## config.mk

```make
export PLATFORM = sky130hd
export DESIGN_NAME = sal_sched_arbiter_flat
export DESIGN_NICKNAME = d
export VERILOG_FILES = /design/src/rtl/sal_sched_pkg.sv /design/src/rtl/sal_sched_arbiter_if.sv /design/src/rtl/sal_rr_picker.sv /design/src/rtl/sal_sched_arbiter.sv /design/src/flat_wrapper.sv
export SDC_FILE = /design/constraint.sdc
export NUM_CORES = 1
export LEC_CHECK = 0
export ABC_AREA = 1
export CAP_MARGIN = 20
export CELL_PAD_IN_SITES_DETAIL_PLACEMENT = 1
export CELL_PAD_IN_SITES_GLOBAL_PLACEMENT = 1
export CORE_MARGIN = 2
export CORE_UTILIZATION = 28
export DETAILED_ROUTE_END_ITERATION = 10
export MAX_ROUTING_LAYER = met4
export PLACE_DENSITY = 0.93
export SKIP_CTS_REPAIR_TIMING = 1
export SLEW_MARGIN = 40
export SYNTH_ARGS = -nofsm -noshare
export SYNTH_HDL_FRONTEND = slang
export SYNTH_SLANG_ARGS = --single-unit
```

## constraint.sdc

```tcl
create_clock -name clk -period 4.75 [get_ports clk]
set_input_delay 0.475 -clock clk [delete_from_list [all_inputs] [get_ports clk]]
set_output_delay 0.475 -clock clk [all_outputs]
set_load 0.01 [all_outputs]
```

## src/rtl/sal_sched_pkg.sv

```systemverilog
// Shared types for the inter-bank command arbiter: DRAM command encoding and arbitration classes.
package sal_sched_pkg;

    typedef enum logic [2:0] {
        CMD_NOP = 3'd0,
        CMD_ACT = 3'd1,
        CMD_RD  = 3'd2,
        CMD_WR  = 3'd3,
        CMD_PRE = 3'd4,
        CMD_REF = 3'd5
    } sal_cmd_t;

    // Listed in descending priority; RD and WR share the CAS class.
    typedef enum logic [1:0] {
        ClsRef = 2'd0,
        ClsCas = 2'd1,
        ClsAct = 2'd2,
        ClsPre = 2'd3
    } sal_cls_t;

    localparam int unsigned NUM_CLASSES = 4;

endpackage

```

## src/rtl/sal_sched_arbiter_if.sv

```systemverilog
// Bank-scheduler side of the arbiter: per-bank req/gnt and fields, plus the registered command.
interface sal_sched_arbiter_if
    import sal_sched_pkg::*;
#(
    parameter int unsigned NUM_BANKS = 4,
    parameter int unsigned RA_W      = 16,
    parameter int unsigned CA_W      = 10,
    parameter int unsigned ID_W      = 4,
    parameter int unsigned LEN_W     = 4
) ();
    localparam int unsigned BA_W = $clog2(NUM_BANKS);

    logic [NUM_BANKS-1:0]       act_req, rd_req, wr_req, pre_req, ref_req;
    logic [NUM_BANKS-1:0]       act_gnt, rd_gnt, wr_gnt, pre_gnt, ref_gnt;
    logic [NUM_BANKS*RA_W-1:0]  ra;
    logic [NUM_BANKS*CA_W-1:0]  ca;
    logic [NUM_BANKS*ID_W-1:0]  id;
    logic [NUM_BANKS*LEN_W-1:0] len;

    logic                       cmd_valid;
    sal_cmd_t                   cmd_type;
    logic [BA_W-1:0]            cmd_ba;
    logic [RA_W-1:0]            cmd_ra;
    logic [CA_W-1:0]            cmd_ca;
    logic [ID_W-1:0]            cmd_id;
    logic [LEN_W-1:0]           cmd_len;

    modport slave (
        input  act_req, rd_req, wr_req, pre_req, ref_req, ra, ca, id, len,
        output act_gnt, rd_gnt, wr_gnt, pre_gnt, ref_gnt,
        output cmd_valid, cmd_type, cmd_ba, cmd_ra, cmd_ca, cmd_id, cmd_len
    );

    modport master (
        output act_req, rd_req, wr_req, pre_req, ref_req, ra, ca, id, len,
        input  act_gnt, rd_gnt, wr_gnt, pre_gnt, ref_gnt,
        input  cmd_valid, cmd_type, cmd_ba, cmd_ra, cmd_ca, cmd_id, cmd_len
    );

endinterface

```

## src/rtl/sal_rr_picker.sv

```systemverilog
// One-hot picker over N requesters: search from ptr with wrap (round-robin) or from 0 (fixed).
module sal_rr_picker #(
    parameter int unsigned N        = 4,
    parameter int unsigned ARB_MODE = 0
) (
    input  logic [N-1:0]         req,
    input  logic [$clog2(N)-1:0] ptr,
    output logic [N-1:0]         gnt,
    output logic                 valid
);
    localparam int unsigned IW = $clog2(N);

    logic [IW-1:0] start, idx;

    assign start = (ARB_MODE == 1) ? '0 : ptr;

    // N is a power of two, so the index add wraps naturally.
    always_comb begin
        gnt   = '0;
        valid = 1'b0;
        idx   = '0;
        for (int unsigned i = 0; i < N; i++) begin
            idx = start + IW'(i);
            if (!valid && req[idx]) begin
                gnt[idx] = 1'b1;
                valid    = 1'b1;
            end
        end
    end

endmodule

```

## src/rtl/sal_sched_arbiter.sv

```systemverilog
// Inter-bank DRAM command arbiter: one grant per cycle under class priority and inter-bank
// timing (tRRD/tCCD/tWTR/tRTW), winning command registered for the issue stage.
module sal_sched_arbiter
    import sal_sched_pkg::*;
#(
    parameter int unsigned NUM_BANKS = 4,
    parameter int unsigned RA_W      = 16,
    parameter int unsigned CA_W      = 10,
    parameter int unsigned ID_W      = 4,
    parameter int unsigned LEN_W     = 4,
    parameter int unsigned CNT_W     = 5,
    parameter int unsigned ARB_MODE  = 0
) (
    input  logic               clk,
    input  logic               rst_n,
    input  logic [CNT_W-1:0]   t_rrd_m1,
    input  logic [CNT_W-1:0]   t_ccd_m1,
    input  logic [CNT_W-1:0]   t_wtr_m1,
    input  logic [CNT_W-1:0]   t_rtw_m1,
    sal_sched_arbiter_if.slave bus
);
    localparam int unsigned BA_W = $clog2(NUM_BANKS);

    logic [CNT_W-1:0]       rrd_cnt_q, ccd_cnt_q, wtr_cnt_q, rtw_cnt_q;
    logic [BA_W-1:0]        rr_ptr_q, gnt_idx;
    logic                   act_ok, rd_ok, wr_ok, any_gnt;
    logic [NUM_BANKS-1:0]   ref_m, rd_m, wr_m, cas_m, act_m, pre_m;
    logic [NUM_BANKS-1:0]   ref_oh, cas_oh, act_oh, pre_oh, sel_oh;
    logic [NUM_CLASSES-1:0] cls_valid;
    sal_cls_t               cls;
    sal_cmd_t               cmd_d;

    logic                   cmd_valid_q;
    sal_cmd_t               cmd_type_q;
    logic [BA_W-1:0]        cmd_ba_q;
    logic [RA_W-1:0]        cmd_ra_q;
    logic [CA_W-1:0]        cmd_ca_q;
    logic [ID_W-1:0]        cmd_id_q;
    logic [LEN_W-1:0]       cmd_len_q;

    function automatic logic [CNT_W-1:0] sat_dec(input logic [CNT_W-1:0] v);
        return (v == '0) ? v : v - 1'b1;
    endfunction

    assign act_ok = (rrd_cnt_q == '0);
    assign rd_ok  = (ccd_cnt_q == '0) && (wtr_cnt_q == '0);
    assign wr_ok  = (ccd_cnt_q == '0) && (rtw_cnt_q == '0);

    // Eligibility first, then keep only each bank's highest surviving class (RD beats WR).
    assign ref_m = bus.ref_req;
    assign rd_m  = bus.rd_req & {NUM_BANKS{rd_ok}} & ~ref_m;
    assign wr_m  = bus.wr_req & {NUM_BANKS{wr_ok}} & ~ref_m & ~rd_m;
    assign cas_m = rd_m | wr_m;
    assign act_m = bus.act_req & {NUM_BANKS{act_ok}} & ~ref_m & ~cas_m;
    assign pre_m = bus.pre_req & ~ref_m & ~cas_m & ~act_m;

    sal_rr_picker #(.N(NUM_BANKS), .ARB_MODE(ARB_MODE)) u_ref_pick (
        .req(ref_m), .ptr(rr_ptr_q), .gnt(ref_oh), .valid(cls_valid[ClsRef])
    );
    sal_rr_picker #(.N(NUM_BANKS), .ARB_MODE(ARB_MODE)) u_cas_pick (
        .req(cas_m), .ptr(rr_ptr_q), .gnt(cas_oh), .valid(cls_valid[ClsCas])
    );
    sal_rr_picker #(.N(NUM_BANKS), .ARB_MODE(ARB_MODE)) u_act_pick (
        .req(act_m), .ptr(rr_ptr_q), .gnt(act_oh), .valid(cls_valid[ClsAct])
    );
    sal_rr_picker #(.N(NUM_BANKS), .ARB_MODE(ARB_MODE)) u_pre_pick (
        .req(pre_m), .ptr(rr_ptr_q), .gnt(pre_oh), .valid(cls_valid[ClsPre])
    );

    always_comb begin
        cls    = ClsPre;
        sel_oh = pre_oh;
        if (cls_valid[ClsRef]) begin
            cls    = ClsRef;
            sel_oh = ref_oh;
        end else if (cls_valid[ClsCas]) begin
            cls    = ClsCas;
            sel_oh = cas_oh;
        end else if (cls_valid[ClsAct]) begin
            cls    = ClsAct;
            sel_oh = act_oh;
        end
    end

    assign any_gnt = rst_n && (|cls_valid);

    always_comb begin
        cmd_d = CMD_NOP;
        if (any_gnt) begin
            unique case (cls)
                ClsRef: cmd_d = CMD_REF;
                ClsCas: cmd_d = (|(sel_oh & rd_m)) ? CMD_RD : CMD_WR;
                ClsAct: cmd_d = CMD_ACT;
                ClsPre: cmd_d = CMD_PRE;
            endcase
        end
    end

    always_comb begin
        gnt_idx = '0;
        for (int unsigned b = 0; b < NUM_BANKS; b++) begin
            if (sel_oh[b]) gnt_idx = BA_W'(b);
        end
    end

    assign bus.ref_gnt = (cmd_d == CMD_REF) ? sel_oh : '0;
    assign bus.rd_gnt  = (cmd_d == CMD_RD)  ? sel_oh : '0;
    assign bus.wr_gnt  = (cmd_d == CMD_WR)  ? sel_oh : '0;
    assign bus.act_gnt = (cmd_d == CMD_ACT) ? sel_oh : '0;
    assign bus.pre_gnt = (cmd_d == CMD_PRE) ? sel_oh : '0;

    always_ff @(posedge clk) begin
        if (!rst_n) begin
            rrd_cnt_q   <= '0;
            ccd_cnt_q   <= '0;
            wtr_cnt_q   <= '0;
            rtw_cnt_q   <= '0;
            rr_ptr_q    <= '0;
            cmd_valid_q <= 1'b0;
            cmd_type_q  <= CMD_NOP;
            cmd_ba_q    <= '0;
            cmd_ra_q    <= '0;
            cmd_ca_q    <= '0;
            cmd_id_q    <= '0;
            cmd_len_q   <= '0;
        end else begin
            rrd_cnt_q <= (cmd_d == CMD_ACT) ? t_rrd_m1 : sat_dec(rrd_cnt_q);
            ccd_cnt_q <= (cmd_d == CMD_RD || cmd_d == CMD_WR) ? t_ccd_m1 : sat_dec(ccd_cnt_q);
            wtr_cnt_q <= (cmd_d == CMD_WR) ? t_wtr_m1 : sat_dec(wtr_cnt_q);
            rtw_cnt_q <= (cmd_d == CMD_RD) ? t_rtw_m1 : sat_dec(rtw_cnt_q);
            cmd_valid_q <= any_gnt;
            cmd_type_q  <= cmd_d;
            if (any_gnt) begin
                rr_ptr_q  <= gnt_idx + BA_W'(1);
                cmd_ba_q  <= gnt_idx;
                cmd_ra_q  <= bus.ra[gnt_idx*RA_W +: RA_W];
                cmd_ca_q  <= bus.ca[gnt_idx*CA_W +: CA_W];
                cmd_id_q  <= bus.id[gnt_idx*ID_W +: ID_W];
                cmd_len_q <= bus.len[gnt_idx*LEN_W +: LEN_W];
            end
        end
    end

    assign bus.cmd_valid = cmd_valid_q;
    assign bus.cmd_type  = cmd_type_q;
    assign bus.cmd_ba    = cmd_ba_q;
    assign bus.cmd_ra    = cmd_ra_q;
    assign bus.cmd_ca    = cmd_ca_q;
    assign bus.cmd_id    = cmd_id_q;
    assign bus.cmd_len   = cmd_len_q;

endmodule
```

## src/flat_wrapper.sv

```systemverilog
// flat-port wrapper written by rule: the top's interface ports become plain ports
module sal_sched_arbiter_flat import sal_sched_pkg::*;
#(
    parameter int unsigned NUM_BANKS = 4,
    parameter int unsigned RA_W      = 16,
    parameter int unsigned CA_W      = 10,
    parameter int unsigned ID_W      = 4,
    parameter int unsigned LEN_W     = 4,
    parameter int unsigned CNT_W     = 5,
    parameter int unsigned ARB_MODE  = 0
)
  (clk, rst_n, t_rrd_m1, t_ccd_m1, t_wtr_m1, t_rtw_m1, bus_act_req, bus_rd_req, bus_wr_req, bus_pre_req, bus_ref_req, bus_ra, bus_ca, bus_id, bus_len, bus_act_gnt, bus_rd_gnt, bus_wr_gnt, bus_pre_gnt, bus_ref_gnt, bus_cmd_valid, bus_cmd_type, bus_cmd_ba, bus_cmd_ra, bus_cmd_ca, bus_cmd_id, bus_cmd_len);
  sal_sched_arbiter_if #(.NUM_BANKS(NUM_BANKS), .RA_W(RA_W), .CA_W(CA_W), .ID_W(ID_W), .LEN_W(LEN_W)) bus_i ();
  input  logic clk;
  input  logic rst_n;
  input  logic [CNT_W-1:0] t_rrd_m1;
  input  logic [CNT_W-1:0] t_ccd_m1;
  input  logic [CNT_W-1:0] t_wtr_m1;
  input  logic [CNT_W-1:0] t_rtw_m1;
  input wire logic [$bits(bus_i.act_req)-1:0] bus_act_req;
  input wire logic [$bits(bus_i.rd_req)-1:0] bus_rd_req;
  input wire logic [$bits(bus_i.wr_req)-1:0] bus_wr_req;
  input wire logic [$bits(bus_i.pre_req)-1:0] bus_pre_req;
  input wire logic [$bits(bus_i.ref_req)-1:0] bus_ref_req;
  input wire logic [$bits(bus_i.ra)-1:0] bus_ra;
  input wire logic [$bits(bus_i.ca)-1:0] bus_ca;
  input wire logic [$bits(bus_i.id)-1:0] bus_id;
  input wire logic [$bits(bus_i.len)-1:0] bus_len;
  output wire logic [$bits(bus_i.act_gnt)-1:0] bus_act_gnt;
  output wire logic [$bits(bus_i.rd_gnt)-1:0] bus_rd_gnt;
  output wire logic [$bits(bus_i.wr_gnt)-1:0] bus_wr_gnt;
  output wire logic [$bits(bus_i.pre_gnt)-1:0] bus_pre_gnt;
  output wire logic [$bits(bus_i.ref_gnt)-1:0] bus_ref_gnt;
  output wire logic [$bits(bus_i.cmd_valid)-1:0] bus_cmd_valid;
  output wire logic [$bits(bus_i.cmd_type)-1:0] bus_cmd_type;
  output wire logic [$bits(bus_i.cmd_ba)-1:0] bus_cmd_ba;
  output wire logic [$bits(bus_i.cmd_ra)-1:0] bus_cmd_ra;
  output wire logic [$bits(bus_i.cmd_ca)-1:0] bus_cmd_ca;
  output wire logic [$bits(bus_i.cmd_id)-1:0] bus_cmd_id;
  output wire logic [$bits(bus_i.cmd_len)-1:0] bus_cmd_len;
  assign bus_i.act_req = bus_act_req;
  assign bus_i.rd_req = bus_rd_req;
  assign bus_i.wr_req = bus_wr_req;
  assign bus_i.pre_req = bus_pre_req;
  assign bus_i.ref_req = bus_ref_req;
  assign bus_i.ra = bus_ra;
  assign bus_i.ca = bus_ca;
  assign bus_i.id = bus_id;
  assign bus_i.len = bus_len;
  assign bus_act_gnt = bus_i.act_gnt;
  assign bus_rd_gnt = bus_i.rd_gnt;
  assign bus_wr_gnt = bus_i.wr_gnt;
  assign bus_pre_gnt = bus_i.pre_gnt;
  assign bus_ref_gnt = bus_i.ref_gnt;
  assign bus_cmd_valid = bus_i.cmd_valid;
  assign bus_cmd_type = bus_i.cmd_type;
  assign bus_cmd_ba = bus_i.cmd_ba;
  assign bus_cmd_ra = bus_i.cmd_ra;
  assign bus_cmd_ca = bus_i.cmd_ca;
  assign bus_cmd_id = bus_i.cmd_id;
  assign bus_cmd_len = bus_i.cmd_len;
  sal_sched_arbiter #(.NUM_BANKS(NUM_BANKS), .RA_W(RA_W), .CA_W(CA_W), .ID_W(ID_W), .LEN_W(LEN_W), .CNT_W(CNT_W), .ARB_MODE(ARB_MODE)) u_core (.clk(clk), .rst_n(rst_n), .t_rrd_m1(t_rrd_m1), .t_ccd_m1(t_ccd_m1), .t_wtr_m1(t_wtr_m1), .t_rtw_m1(t_rtw_m1), .bus(bus_i));
endmodule
```

==> results of run 1 <==
## power by group through the flow
| stage | registers (µW) | logic, µW | clock network [µW] |
|---|---|---|---|
| after detailed placement | 858 | 4720 | 0 |
| after floorplan | 906 | 3160 | 0 |
| final | 857 | 4950 | 608 |
| after global routing | 875 | 5500 | 647 |
| after global placement | 850 | 4600 | 0 |
| after CTS | 853 | 4770 | 619 |
## cells in the final DEF (no fill, tap or decap), types with 3 or more instances in the layout
| cell type | n |
|---|---|
| sky130_fd_sc_hd__a211oi_1 | 3 |
| sky130_fd_sc_hd__a21oi_1 | 14 |
| sky130_fd_sc_hd__a21oi_2 | 3 |
| sky130_fd_sc_hd__buf_12 | 3 |
| sky130_fd_sc_hd__buf_4 | 22 |
| sky130_fd_sc_hd__clkbuf_16 | 9 |
| sky130_fd_sc_hd__clkdlybuf4s50_1 | 233 |
| sky130_fd_sc_hd__clkinv_2 | 3 |
| sky130_fd_sc_hd__dfxtp_1 | 62 |
| sky130_fd_sc_hd__dlymetal6s2s_1 | 4 |
| sky130_fd_sc_hd__ha_1 | 11 |
| sky130_fd_sc_hd__inv_1 | 66 |
| sky130_fd_sc_hd__inv_2 | 17 |
| sky130_fd_sc_hd__nand2_1 | 242 |
| sky130_fd_sc_hd__nand2_2 | 23 |
| sky130_fd_sc_hd__nand3_1 | 75 |
| sky130_fd_sc_hd__nand3_2 | 3 |
| sky130_fd_sc_hd__nand3_4 | 7 |
| sky130_fd_sc_hd__nand3b_1 | 3 |
| sky130_fd_sc_hd__nand4_1 | 23 |
| sky130_fd_sc_hd__nor2_1 | 174 |
| sky130_fd_sc_hd__nor2_2 | 9 |
| sky130_fd_sc_hd__nor2_4 | 8 |
| sky130_fd_sc_hd__o21ai_0 | 70 |
| sky130_fd_sc_hd__o21ai_1 | 58 |
| sky130_fd_sc_hd__o221ai_1 | 4 |
| sky130_fd_sc_hd__or2_2 | 4 |
| sky130_fd_sc_hd__xnor2_1 | 5 |
| sky130_fd_sc_hd__xor2_1 | 10 |
## layer usage
layer | global-route usage | wire length (µm) | vias to the layer above
li1 | - | - | 3548
met1 | 0.294 | 10800 | 3429
met2 | 0.380 | 12200 | 194
met3 | 0.0467 | 1170 | 48
met4 | 0.0864 | 763 | 0
met5 | - | 0 | -
## stage by stage
step                      TNS [ps]  cell area, µm²  setup WS (ps)  cells  hold slack, ps
after detailed placement         0            8160            171   1435             440
after global routing          -131            8620          -42.0   1456             474
after global placement           0            8160            284   1435             435
after floorplan                  0            5520           1270    956             461
after CTS                     -317            8420           -110   1450             455
final                            0            8620            283   1456             451
## cells by family after synthesis
logic type,count (synthesis),synth area share
simple gates,577,0.466
compound gates,163,0.159
buf+inv,127,0.0991
flops,62,0.225
xor+xnor,15,0.0238
fa+ha+maj,12,0.0272
## cell type report
type | instances | share of cell area
Clock buffer | 11 | 0.0282
Clock inverter | 4 | 0.00276
Inverter | 84 | 0.0369
Multi-Input combinational cell | 767 | 0.446
Sequential cell | 62 | 0.144
Tap cell | 265 | 0.0385
Timing Repair Buffer | 263 | 0.304
## state kept, by name (all words and copies together), names as in the netlist, 3 cells and up
register / count
u_core.bus.cmd_ca: 10
u_core.bus.cmd_id: 4
u_core.bus.cmd_len: 4
u_core.bus.cmd_ra: 16
u_core.bus.cmd_type: 3
u_core.ccd_cnt_q: 5
u_core.rrd_cnt_q: 5
u_core.rtw_cnt_q: 5
u_core.wtr_cnt_q: 5
## worst max-delay path: stages, from the launching register on
cell	delay (ps)
sky130_fd_sc_hd__dfxtp_1	320
sky130_fd_sc_hd__inv_1	90
sky130_fd_sc_hd__ha_1	170
sky130_fd_sc_hd__nand2_2	100
sky130_fd_sc_hd__nor2_8	260
sky130_fd_sc_hd__nand3_4	150
sky130_fd_sc_hd__nand2_1	140
sky130_fd_sc_hd__nand2_1	70
sky130_fd_sc_hd__nand2_1	150
sky130_fd_sc_hd__nand2_1	90
sky130_fd_sc_hd__nand2_2	120
sky130_fd_sc_hd__nor2_4	60
sky130_fd_sc_hd__nand2_1	70
sky130_fd_sc_hd__nor2_2	60
sky130_fd_sc_hd__inv_1	80
sky130_fd_sc_hd__nor2_1	40
sky130_fd_sc_hd__nand4_1	110
sky130_fd_sc_hd__nand2_2	100
sky130_fd_sc_hd__inv_2	290
sky130_fd_sc_hd__nand3_2	380
sky130_fd_sc_hd__nor2_1	210
sky130_fd_sc_hd__clkdlybuf4s50_1	560
## worst max-delay path by stage
stage,slack [ps],depth (start not counted),from,endpoint
2_1_floorplan,1270,20,u_core.rr_ptr_q[0]$_SDFFE_PN0P_,bus_pre_gnt[0]
3_3_place_gp,280,24,bus_ref_req[0],bus_ref_gnt[1]
3_5_place_dp,170,23,bus_ref_req[0],bus_ref_gnt[2]
4_1_cts,-110,23,u_core.ccd_cnt_q[0]$_SDFFE_PN0P_,bus_ref_gnt[2]
5_1_grt,-40,22,u_core.ccd_cnt_q[0]$_SDFFE_PN0P_,bus_wr_gnt[2]
6_report,280,21,u_core.wtr_cnt_q[0]$_SDFFE_PN0P_,bus_wr_gnt[2]
==> impl_metrics.prom, run 1 <==
# TYPE chip_impl_metric gauge
chip_impl_metric{name="clk_latency",unit="ps"} 340
chip_impl_info{name="min_delay_startpoint",value="u_core.bus.cmd_ra[7]$_SDFFE_PN0P_"} 1
chip_impl_metric{name="drive_gt1_frac",unit=""} 0.105
chip_impl_metric{name="num_vias",unit=""} 7219
chip_impl_metric{name="clock_tree.buffer_depth",unit=""} 2
chip_impl_metric{name="globalRoute.totalOverflow",unit=""} 0
chip_impl_metric{name="syn-mean-instance-area",unit="µm²"} 5.77
chip_impl_metric{name="cellPowerDensity",unit="mW/mm²"} 744
chip_impl_metric{name="cts-buffers-inserted",unit=""} 9
chip_impl_metric{name="initial_core_utilization",unit=""} 0.284
chip_impl_info{name="status",value="finished clean"} 1
chip_impl_metric{name="leakagePower",unit="µW"} 0.00393
chip_impl_metric{name="grt_first_pass_wirelength",unit="µm"} 36900
chip_impl_metric{name="path_clk_slew",unit="ps"} 60
chip_impl_metric{name="max_slew.worst_pin.slew",unit="ps"} 737
chip_impl_metric{name="yosys_register_bits",unit=""} 62
chip_impl_info{name="critical_path.reg2reg.startpoint",value="u_core.wtr_cnt_q[0]$_SDFFE_PN0P_"} 1
chip_impl_metric{name="holdPathStages",unit=""} 2
chip_impl_metric{name="worst_r2r_path_depth",unit=""} 23
chip_impl_metric{name="place.gp.congestion",unit=""} 0.956
chip_impl_metric{name="floorplan.die.height",unit="µm"} 144
chip_impl_metric{name="core-area",unit="mm²"} 0.0194
chip_impl_metric{name="io_buffer_count",unit=""} 237
chip_impl_metric{name="ys_types",unit=""} 42
chip_impl_metric{name="post-layout-total-power",unit="µW"} 6420
chip_impl_metric{name="grt_antenna_before_repair",unit=""} 0
chip_impl_metric{name="fin_skew",unit="ps"} 7.75
chip_impl_metric{name="area_growth_syn_to_layout",unit="%"} 56.3
chip_impl_metric{name="multi_input_area",unit="mm²"} 0.00385
chip_impl_info{name="unrepaired_setup_endpoints_after_global_routing",value="true"} 1
chip_impl_metric{name="internal_dissipation",unit="µW"} 2910
chip_impl_metric{name="max-cap-violations",unit=""} 0
chip_impl_metric{name="power.share.sequential",unit=""} 0.134
chip_impl_metric{name="timing_hold_violations_final",unit=""} 0
chip_impl_metric{name="std_cell_rows",unit=""} 51
chip_impl_info{name="reg2reg_to",value="u_core.bus.cmd_ca[3]$_SDFFE_PN0P_"} 1
chip_impl_metric{name="ir_worst_vdd",unit="µV"} 407
chip_impl_metric{name="hpwlAfterDp",unit="µm"} 19600
chip_impl_metric{name="totalWireLength",unit="µm"} 24900
chip_impl_metric{name="layout.core_utilization",unit=""} 0.444
chip_impl_metric{name="drcViolationCount",unit=""} 0
chip_impl_metric{name="slew_viol_final",unit=""} 0
chip_impl_info{name="tritoncts",value="done"} 1
chip_impl_metric{name="synth_edf_count",unit=""} 0
chip_impl_info{name="synth_top_flop_cell",value="sky130_fd_sc_hd__dfxtp_1"} 1
chip_impl_metric{name="cts_num_sinks",unit=""} 62
chip_impl_metric{name="drt-vias-per-instance",unit=""} 4.96
chip_impl_metric{name="io_pins",unit=""} 238
chip_impl_metric{name="netSwitchingPower",unit="µW"} 3510
chip_impl_metric{name="fp.dieArea",unit="mm²"} 0.0208
chip_impl_info{name="synth.cells.most_frequent",value="sky130_fd_sc_hd__nand2_1 (247), sky130_fd_sc_hd__nor2_1 (182), sky130_fd_sc_hd__nand3_1 (76), sky130_fd_sc_hd__o21ai_0 (71), sky130_fd_sc_hd__inv_1 (67)"} 1
chip_impl_metric{name="setup_viol",unit=""} 0
chip_impl_metric{name="postRouteAntennaNets",unit=""} 0
chip_impl_metric{name="synth.top_cell.area_share",unit=""} 0.225
chip_impl_info{name="post-synth-top-count-cell",value="sky130_fd_sc_hd__nand2_1"} 1
chip_impl_info{name="synth.largest_area_cell",value="sky130_fd_sc_hd__dfxtp_1"} 1
chip_impl_info{name="timing.critical_path.to_type",value="output pin"} 1
chip_impl_metric{name="layout_worst_path_cycle_share",unit=""} 0.940
chip_impl_metric{name="power.share.combinational",unit=""} 0.772
chip_impl_metric{name="synthesis.instances",unit=""} 956
chip_impl_metric{name="period_minus_slack",unit="ps"} 4470
chip_impl_metric{name="asyncSetResetFlopFracSynth",unit=""} 0
chip_impl_info{name="whs_endpoint",value="u_core.bus.cmd_ra[7]$_SDFFE_PN0P_"} 1
chip_impl_metric{name="area.sequential",unit="mm²"} 0.00124
chip_impl_metric{name="yosysWarnings",unit=""} 0
chip_impl_metric{name="largest_net_degree_at_the_start_of_global_routing",unit=""} 55
chip_impl_metric{name="antenna_cells_inserted",unit=""} 0
chip_impl_metric{name="maximum_clock_frequency",unit="GHz"} 0.224
chip_impl_metric{name="clockPowerShare",unit=""} 0.095
chip_impl_metric{name="crit_arrival",unit="ps"} 3990
chip_impl_metric{name="timing.critical_path.required",unit="ps"} 4280
chip_impl_metric{name="cts.htree.levels",unit=""} 3
chip_impl_metric{name="timing.max_slew.rel_slack",unit=""} 0.508
chip_impl_info{name="worstSetupStartpointType",value="flop"} 1
chip_impl_metric{name="drtIter0Drc",unit=""} 328
chip_impl_metric{name="mappedNetlistNets",unit=""} 1146
chip_impl_metric{name="routedWlPerCell",unit="µm"} 17.1
chip_impl_info{name="synth.area.top_cells",value="sky130_fd_sc_hd__dfxtp_1 (22%), sky130_fd_sc_hd__nand2_1 (17%), sky130_fd_sc_hd__nor2_1 (12%)"} 1
chip_impl_metric{name="synthesis.area",unit="mm²"} 0.00552
chip_impl_metric{name="vias_in_the_first_global_route",unit=""} 7126
chip_impl_metric{name="layout.nets",unit=""} 1377
chip_impl_metric{name="nFillCells",unit=""} 2580
chip_impl_metric{name="overall_track_demand_over_capacity_in_global_routing",unit=""} 0.236
chip_impl_metric{name="netSwitchingFraction",unit=""} 0.547
chip_impl_metric{name="die_w",unit="µm"} 144
chip_impl_info{name="timing.setup.critical_path_class",value="reg2out"} 1
chip_impl_metric{name="detail_route.first_pass.iterations",unit=""} 5
chip_impl_metric{name="timing.critical_path.fanout_max",unit=""} 15
chip_impl_metric{name="slack_of_the_worst_reg_to_reg_path",unit="ps"} 710
chip_impl_metric{name="yosysSeqAreaShare",unit=""} 0.225
chip_impl_info{name="cts_root_buffer",value="sky130_fd_sc_hd__clkbuf_16"} 1
chip_impl_info{name="min_path_type",value="reg2reg"} 1
Power figures use the tool's default switching activity.
==> run 2, diff against run 1 <==
--- a/config.mk
+++ b/config.mk
@@ -9,6 +9,7 @@
 export CAP_MARGIN = 20
 export CELL_PAD_IN_SITES_DETAIL_PLACEMENT = 1
 export CELL_PAD_IN_SITES_GLOBAL_PLACEMENT = 1
+export CORE_ASPECT_RATIO = 0.9
 export CORE_MARGIN = 2
 export CORE_UTILIZATION = 28
 export DETAILED_ROUTE_END_ITERATION = 10
==> run 2 against run 1 <==
Against the previous run:
- fmax fell by 1.6%
- first-iteration DRC count rose by 32%
- final cell count fell by 0.48%
- largest cell class unchanged
- flip-flop and latch count did not move
- sequential share of layout area barely moved
- critical path depth rose by 3
- largest power group unchanged
- routed wire length rose by 5.1%
- clock skew fell by 0.91 ps
- die area barely moved
==> impl_metrics.prom, run 2 (same netlist as run 1, synthesis figures left out) <==
# TYPE chip_impl_metric gauge
chip_impl_metric{name="max_slew.worst_pin.slew",unit="ps"} 740
chip_impl_info{name="most_frequent_standard_cell_in_the_layout_excluding_fill_and_tap_cells",value="sky130_fd_sc_hd__nand2_1"} 1
chip_impl_metric{name="num_vias",unit=""} 7330
chip_impl_info{name="timing.critical_path.to_type",value="output pin"} 1
chip_impl_metric{name="dp_worst_setup_slack",unit="ps"} 145
chip_impl_metric{name="maximum_clock_frequency",unit="GHz"} 0.220
chip_impl_metric{name="timing.max_slew.rel_slack",unit=""} 0.506
chip_impl_metric{name="clk_latency",unit="ps"} 320
chip_impl_metric{name="cts_num_sinks",unit=""} 62
chip_impl_metric{name="cellPowerDensity",unit="mW/mm²"} 751
chip_impl_info{name="layout.cells.most_common_list",value="sky130_fd_sc_hd__nand2_1 (245), sky130_fd_sc_hd__clkdlybuf4s50_1 (234), sky130_fd_sc_hd__nor2_1 (174)"} 1
chip_impl_metric{name="crit_arrival",unit="ps"} 4070
chip_impl_metric{name="multi_input_area",unit="mm²"} 0.00383
chip_impl_metric{name="area_growth_syn_to_layout",unit="%"} 56.6
chip_impl_metric{name="std_cell_rows",unit=""} 48
chip_impl_metric{name="cts.htree.levels",unit=""} 3
chip_impl_metric{name="fin_skew",unit="ps"} 6.84
chip_impl_metric{name="ir_worst_vdd",unit="µV"} 327
chip_impl_metric{name="final.setup.worst_slack",unit="ps"} 209
chip_impl_metric{name="period_minus_slack",unit="ps"} 4540
chip_impl_metric{name="met3RoutedLength",unit="µm"} 1490
chip_impl_metric{name="grt_first_pass_wirelength",unit="µm"} 39200
chip_impl_metric{name="layout_worst_path_cycle_share",unit=""} 0.956
chip_impl_metric{name="postRouteAntennaNets",unit=""} 0
chip_impl_metric{name="cts-buffers-inserted",unit=""} 9
chip_impl_metric{name="hpwlAfterDp",unit="µm"} 20400
chip_impl_metric{name="detail_route.first_pass.iterations",unit=""} 4
chip_impl_info{name="timing.setup.critical_path_class",value="reg2out"} 1
chip_impl_info{name="status",value="finished clean"} 1
chip_impl_metric{name="holdPathStages",unit=""} 2
chip_impl_metric{name="layout.nets",unit=""} 1386
chip_impl_metric{name="max-cap-violations",unit=""} 0
chip_impl_info{name="critical_path.startpoint",value="u_core.rtw_cnt_q[0]$_SDFFE_PN0P_"} 1
chip_impl_metric{name="initial_core_utilization",unit=""} 0.286
chip_impl_metric{name="core-area",unit="mm²"} 0.0193
chip_impl_metric{name="floorplan.die.height",unit="µm"} 137
chip_impl_metric{name="post-layout-total-power",unit="µW"} 6480
chip_impl_metric{name="totalWireLength",unit="µm"} 26200
chip_impl_metric{name="path_clk_slew",unit="ps"} 50
chip_impl_metric{name="die_w",unit="µm"} 152
chip_impl_metric{name="setup_viol",unit=""} 0
chip_impl_info{name="cts_root_buffer",value="sky130_fd_sc_hd__clkbuf_16"} 1
chip_impl_info{name="tritoncts",value="done"} 1
chip_impl_metric{name="routedWlPerCell",unit="µm"} 18.1
chip_impl_metric{name="overall_track_demand_over_capacity_in_global_routing",unit=""} 0.242
chip_impl_metric{name="area.sequential",unit="mm²"} 0.00124
chip_impl_metric{name="vias_in_the_first_global_route",unit=""} 7228
chip_impl_info{name="worstSetupStartpointType",value="flop"} 1
chip_impl_metric{name="timing.critical_path.fanout_max",unit=""} 14
chip_impl_info{name="top_layer_used",value="met4"} 1
chip_impl_metric{name="timing_hold_violations_final",unit=""} 0
chip_impl_metric{name="drt-vias-per-instance",unit=""} 5.06
chip_impl_metric{name="fp.dieArea",unit="mm²"} 0.0208
chip_impl_metric{name="leakagePower",unit="µW"} 0.00394
chip_impl_metric{name="clock_tree.buffer_depth",unit=""} 2
chip_impl_metric{name="met1_routed_wirelength_after_detailed_routing",unit="µm"} 11700
chip_impl_info{name="min_path_type",value="reg2reg"} 1
chip_impl_metric{name="antenna_cells_inserted",unit=""} 0
chip_impl_metric{name="largest_net_degree_at_the_start_of_global_routing",unit=""} 38
chip_impl_metric{name="io_buffer_count",unit=""} 237
chip_impl_metric{name="met2_wirelength",unit="µm"} 12400
chip_impl_metric{name="drcViolationCount",unit=""} 0
chip_impl_info{name="unrepaired_setup_endpoints_after_global_routing",value="true"} 1
chip_impl_metric{name="largest_reg_flops",unit=""} 16
chip_impl_metric{name="layout.core_utilization",unit=""} 0.448
chip_impl_info{name="critical_path.reg2reg.startpoint",value="u_core.rrd_cnt_q[0]$_SDFFE_PN0P_"} 1
chip_impl_metric{name="place.gp.congestion",unit=""} 0.970
chip_impl_metric{name="timing.critical_path.required",unit="ps"} 4280
chip_impl_metric{name="globalRoute.totalOverflow",unit=""} 0
chip_impl_metric{name="drtIter0Drc",unit=""} 433
chip_impl_info{name="min_delay_startpoint",value="u_core.bus.cmd_ra[15]$_SDFFE_PN0P_"} 1
chip_impl_metric{name="io_pins",unit=""} 238
chip_impl_metric{name="slew_viol_final",unit=""} 0
chip_impl_metric{name="drive_gt1_frac",unit=""} 0.111
chip_impl_metric{name="worst_r2r_path_depth",unit=""} 24
chip_impl_metric{name="nFillCells",unit=""} 2531
chip_impl_metric{name="grt_antenna_before_repair",unit=""} 0
==> run 2: cell count changes in the layout (fill, tap and decap cells not counted), sizes merged <==
| cell | change |
|---|---|
| clkdlybuf4s50 | +1 |
| dlymetal6s2s | -1 |
| clkinv | -2 |
| clkinvlp | +1 |
| nand3 | +1 |
| buf | +8 |
==> run 2: per-stage QoR <==
stage | TNS, ps | area, µm² | cells | hold WS [ps]
4_1_cts | -471 | 8450 | 1441 | 454
3_5_place_dp | 0 | 8180 | 1427 | 442
6_report | 0 | 8640 | 1449 | 451
2_1_floorplan | 0 | 5520 | 956 | 461
5_1_grt | -127 | 8640 | 1449 | 471
3_3_place_gp | 0 | 8180 | 1427 | 435
==> run 2: area by class of cell <==
class	count	area share
multi-input combinational	768	0.443
sequential	62	0.144
tap	250	0.0362
inverter	84	0.0371
clock inverter	3	0.00246
timing repair buffer	271	0.308
clock buffer	11	0.0293
==> run 2: worst max-delay path, stage by stage (launching register included) <==
cell	delay, ps
sky130_fd_sc_hd__dfxtp_1	340
sky130_fd_sc_hd__inv_2	70
sky130_fd_sc_hd__ha_1	210
sky130_fd_sc_hd__nand2_2	120
sky130_fd_sc_hd__nor2_4	50
sky130_fd_sc_hd__buf_12	140
sky130_fd_sc_hd__nand3b_2	140
sky130_fd_sc_hd__nand2_1	110
sky130_fd_sc_hd__o21ai_2	240
sky130_fd_sc_hd__nand2_1	100
sky130_fd_sc_hd__nand2_2	110
sky130_fd_sc_hd__nand2_2	80
sky130_fd_sc_hd__nor2_4	130
sky130_fd_sc_hd__nand2_1	80
sky130_fd_sc_hd__nor2_2	170
sky130_fd_sc_hd__inv_1	80
sky130_fd_sc_hd__nor2_1	100
sky130_fd_sc_hd__nand4_1	130
sky130_fd_sc_hd__nand2_2	160
sky130_fd_sc_hd__inv_4	110
sky130_fd_sc_hd__nand2_4	160
sky130_fd_sc_hd__inv_4	90
sky130_fd_sc_hd__nand2_2	210
sky130_fd_sc_hd__nor2_1	110
sky130_fd_sc_hd__clkdlybuf4s50_1	500
==> run 2: power breakdown <==
part / total (µW) / switching, µW / internal [µW]
logic: 5020 / 3200 / 1810
clock network: 608 / 233 / 375
registers: 860 / 118 / 742
total: 6480 / 3560 / 2930
==> run 2: layer usage <==
metal | vias to the layer above | global-route usage
met4 | 0 | 0.0571
met3 | 50 | 0.0538
met1 | 3483 | 0.313
li1 | 3568 | -
met5 | - | -
met2 | 229 | 0.388
==> run 2: final timing paths <==
kind | end | slack, ps
max | bus_rd_gnt[0] | 210
min | u_core.bus.cmd_ra[15]$_SDFFE_PN0P_ | 450
max reg2reg | u_core.bus.cmd_id[1]$_SDFFE_PN0P_ | 700
min reg2reg | u_core.bus.cmd_ra[15]$_SDFFE_PN0P_ | 450
